$ cat config.mk
export PLATFORM = sky130hd
export DESIGN_NAME = serial_subtractor
export DESIGN_NICKNAME = d
export VERILOG_FILES = /design/src/rtl/serial_subtractor.sv
export SDC_FILE = /design/constraint.sdc
export NUM_CORES = 1
export LEC_CHECK = 0
export BUFFER_PORTS_ARGS = -buffer_cell sky130_fd_sc_hd__buf_2
export CAP_MARGIN = 20
export CORE_UTILIZATION = 50
export DETAILED_ROUTE_END_ITERATION = 8
export GPL_TIMING_DRIVEN = 0
export PLACE_DENSITY = 0.81
export SYNTH_ARGS = -nofsm -noshare
export SYNTH_HDL_FRONTEND = slang
export SYNTH_SLANG_ARGS = --single-unit
export TNS_END_PERCENT = 1
$ cat constraint.sdc
create_clock -name clk -period 1.9 [get_ports clk]
set_input_delay 0.285 -clock clk [delete_from_list [all_inputs] [get_ports clk]]
set_output_delay 0.285 -clock clk [all_outputs]
set_load 0.01 [all_outputs]
$ cat src/rtl/serial_subtractor.sv
// Bit-serial unsigned subtractor: one full-subtractor cell reused over WIDTH clocks, LSB first.
// Optional borrow-in port `bin` is enabled by defining SERIAL_SUB_BORROW_IN_EN.
module serial_subtractor #(
  parameter int WIDTH = 8
) (
  input  logic             clk,
  input  logic             rst_n,
  input  logic             start,
  input  logic [WIDTH-1:0] a,
  input  logic [WIDTH-1:0] b,
`ifdef SERIAL_SUB_BORROW_IN_EN
  input  logic             bin,
`endif
  output logic             busy,
  output logic             done,
  output logic [WIDTH-1:0] diff,
  output logic             borrow_out
);

  localparam int CW = $clog2(WIDTH);
  localparam logic [CW-1:0] LAST = CW'(WIDTH - 1);

  typedef enum logic {
    S_IDLE,
    S_RUN
  } state_t;

  state_t           r_state;
  state_t           w_state_next;
  logic [WIDTH-1:0] r_a_sh;
  logic [WIDTH-1:0] r_b_sh;
  logic [WIDTH-2:0] r_partial;
  logic [WIDTH-1:0] r_diff;
  logic [CW-1:0]    r_cnt;
  logic             r_bor;
  logic             r_borrow_out;
  logic             r_done;

  logic             w_accept;
  logic             w_last;
  logic             w_d;
  logic             w_bor_next;
  logic             w_bin;
  logic [WIDTH-1:0] w_shift;

`ifdef SERIAL_SUB_BORROW_IN_EN
  assign w_bin = bin;
`else
  assign w_bin = 1'b0;
`endif

  assign w_d        = r_a_sh[0] ^ r_b_sh[0] ^ r_bor;
  assign w_bor_next = (~r_a_sh[0] & r_b_sh[0]) | (~(r_a_sh[0] ^ r_b_sh[0]) & r_bor);
  // Partial result holds WIDTH-1 bits; the final bit joins it directly into diff.
  assign w_shift    = {w_d, r_partial};

  always_ff @(posedge clk or negedge rst_n) begin
    if (!rst_n) begin
      r_state <= S_IDLE;
    end else begin
      r_state <= w_state_next;
    end
  end

  always_comb begin
    w_state_next = r_state;
    w_accept     = 1'b0;
    w_last       = 1'b0;
    case (r_state)
      S_IDLE: begin
        if (start) begin
          w_accept     = 1'b1;
          w_state_next = S_RUN;
        end
      end
      S_RUN: begin
        if (r_cnt == LAST) begin
          w_last       = 1'b1;
          w_state_next = S_IDLE;
        end
      end
      default: w_state_next = S_IDLE;
    endcase
  end

  always_ff @(posedge clk or negedge rst_n) begin
    if (!rst_n) begin
      r_a_sh       <= '0;
      r_b_sh       <= '0;
      r_partial    <= '0;
      r_diff       <= '0;
      r_cnt        <= '0;
      r_bor        <= 1'b0;
      r_borrow_out <= 1'b0;
      r_done       <= 1'b0;
    end else begin
      r_done <= w_last;
      if (w_accept) begin
        r_a_sh <= a;
        r_b_sh <= b;
        r_bor  <= w_bin;
        r_cnt  <= '0;
      end else if (r_state == S_RUN) begin
        r_a_sh    <= {1'b0, r_a_sh[WIDTH-1:1]};
        r_b_sh    <= {1'b0, r_b_sh[WIDTH-1:1]};
        r_bor     <= w_bor_next;
        r_partial <= w_shift[WIDTH-1:1];
        r_cnt     <= r_cnt + 1'b1;
        if (w_last) begin
          r_diff       <= w_shift;
          r_borrow_out <= w_bor_next;
        end
      end
    end
  end

  assign busy       = (r_state == S_RUN);
  assign done       = r_done;
  assign diff       = r_diff;
  assign borrow_out = r_borrow_out;

endmodule

==> impl_results.md <==
- Crit path max fanout: 10
- Share of cells above drive strength 1: between 30 and 40%
- Post_cts resized: 0
- CTS tree: built
- Via count: roughly 1000
- Synth Net Count: approximately 150
- Final HPWL DP: between 1500 and 2000 um
- Worst reg2reg path depth: 4
- Crit path cell chain: ha_1 -> ha_1 -> nand2_8 -> mux2_4
- Total grt overflow: 0
- CP Depth: 4
- Antenna viol nets, final: 0
- Die width: 59.9 um
- Flops & latches, synth: 38
- Avg Inst Size Synth: 13.6 um2
- DRT iter0 DRCs: 35
- Fin. max-slew vios: 0
- Nets: 180
- # clock sinks: 38
- Worst Path Required: 2.12 ns
- Synth Cell Area: around 1700 um2
- Pwr Total: a little over 3 mW
- Clock transition at path regs: about 0.11 ns
- Initial antenna violation count: 0
- Critical path buffer and inverter count: 0
- Initial core utilization: 53.6%
- Final min period: around 1.4 ns
- Total GRT Usage: 18.3%
- GPL Wtd Cong: approximately 0.7
- Worst slew margin relative to its limit: 46.0%
- Port bufs: 28
- First-pass GRT wire length: ~4700 um
- Setup Viol. Count Final: 0
- CP max-delay cell: dfrtp_1
- HP Class: primary input to asynchronous set/reset pin
- Max layer used: met4
- WS Path Type: flip-flop to flip-flop
- Routed len/inst: about 13 um
- Antenna cells: 0
- Die Span Y: 59.9 um
- Largest net degree at the start of global routing: 39
- Die area: around 3600 um2
- CTS max path bufs: 2
- Fmax: 705 MHz
- Top Ports: 30
- Worst path max stage delay: 0.40 ns
- Vias in the first global route: a little over 1000
- Count leader, synth: dfrtp_1
- Total Wirelength: approximately 2700 um
- Leak pwr: 1.01 nW
- Post-synth EDFFs: 0
- Clock Latency Late Sink: 0.34 ns
- Post-CTS setup buffers: 0
- Crit path max-delay family: adder cells
- Synth cell count leaders: 38 x dfrtp_1, 18 x mux2i_1, 14 x nand2_1
- Max_cap viols: 0
- Core ar.: around 3100 um2
- Area delta synth->final: 14.7%
- DRT Pass-1 Iters: 3
- Syn Inst Count: about 120
- Top_reg_cell synth: dfrtp_1
- Final Cycle Share: between 70% and 80%
- Setup crit end kind: flip-flop
- Top post-synthesis cells by area: dfrtp_1 57%, mux2_4 12%, mux2i_1 11%, nand2_1 3.1%, o21ai_0 2.4%
- TNS Setup: 0 ns
- Netlist cell types: 19
- Cell Pwr Density: about 1600 nW/um2
- Worst Tran Pin Value: roughly 0.81 ns
- Synth area leader: dfrtp_1
- CTS HTree Levels: 2
- Worst EP arrival: 1.64 ns
- Via density: approximately 5
- CTS buffer count: 5
- Register area share after synthesis: roughly 57%
- DRT met1 WL: approximately 1200 um
- Hold bufs inserted after CTS: 0
- Post-synth top area share: 56.7%
- IR drop worst, VDD: approximately 0.65 mV
- Final Skew: ~0.011 ns
- Crit-path most repeated cell: ha_1
- Root buf cell: clkbuf_4
- Async SR Flop Fraction: 100%
- Drt drc: 0
- Fin. Hold Viols: 0
- RSZ-0062 raised after global routing: no
- Ys Warns: 0
- Critical Path Start Type: flip-flop
- Wire length on met2: 1330 um
- Status: finished, final reports clean
- FP Rows: 20
- Met3 Routed Length: 125 um
==> kinds of logic after synthesis <==
kind of cell | share of synthesized area, %
flops | 56.7
buf+inv | 5.22
mux | 24.4
compound gates | 5.67
fa+ha+maj | 2.68
simple gates | 5.37
==> worst register-to-register path, delay by kind of cell (launching register included) <==
family	cells	cell delay (ns)
adders and majority gates	2	0.45
DFF	1	0.40
muxes	1	0.31
and+or+nand+nor	1	0.16
==> state kept, by name, indices dropped and copies added, names as in the netlist <==
register	flops
r_b_sh	8
r_partial	7
r_cnt	3
r_a_sh	8
busy	1
r_bor	1
borrow_out	1
diff	8
done	1
==> cell type report <==
class	count	area, um2
Inverter	5	18.8
Clock buffer	6	51.3
Sequential cell	38	951
Fill cell	255	1200
Timing Repair Buffer	28	140
Tap cell	44	55.1
Multi-Input combinational cell	73	639
Buffer	7	68.8
==> placed cells by master (no fill, tap or decap), types with 2 or more instances in the layout <==
| master | Yosys | final |
|---|---|---|
| mux2_2 | 3 | 3 |
| mux2i_1 | 18 | 18 |
| a22o_1 | 2 | 2 |
| inv_1 | 5 | 5 |
| o21ai_1 | 6 | 6 |
| o21ai_0 | 8 | 8 |
| ha_1 | 2 | 2 |
| nor2_1 | 3 | 3 |
| mux2_4 | 13 | 13 |
| buf_2 | 2 | 30 |
| clkbuf_4 | 0 | 5 |
| dfrtp_1 | 38 | 38 |
| buf_6 | 3 | 3 |
| nand2_1 | 14 | 14 |
==> metal layers <==
metal,up-vias,track usage [%]
li1,488,-
met1,491,22.3
met2,29,29.4
met3,6,6.93
met4,0,6.98
met5,-,0
==> final timing paths <==
path	to	startpoint	slack, ns
worst max-delay path	diff[3]	r_cnt[0]	0.48
min in group clk	r_a_sh[2]	a[2]	0.23
max in group asynchronous	r_b_sh[1]	rst_n	1.35
worst max register to register	diff[3]	r_cnt[0]	0.48
worst min-delay path	r_partial[2]	rst_n	0.03
worst min register to register	r_b_sh[0]	r_b_sh[1]	0.50
==> where the power goes <==
group | internal (mW) | switching [mW] | total, mW
Combinational | 0.704 | 0.551 | 1.26
Sequential | 1.17 | 0.202 | 1.37
Clock | 0.167 | 0.233 | 0.400
Total | 2.04 | 0.986 | 3.03
==> through the flow <==
| step | worst slack (ns) | area [um2] | hold slack [ns] | instances | utilization (%) |
|---|---|---|---|---|---|
| floorplan | 0.542 | 1680 | -0.0106 | 123 | - |
| global placement | 0.506 | 1870 | 0.408 | 195 | 59.9 |
| detailed placement | 0.483 | 1870 | 0.433 | 195 | 59.9 |
| CTS | 0.472 | 1920 | 0.0583 | 201 | 61.5 |
| global route | 0.429 | 1920 | 0.0706 | 201 | 61.5 |
| finish | 0.482 | 1920 | 0.0285 | 201 | 61.5 |
Note: power is estimated with default switching activity, not from simulation.
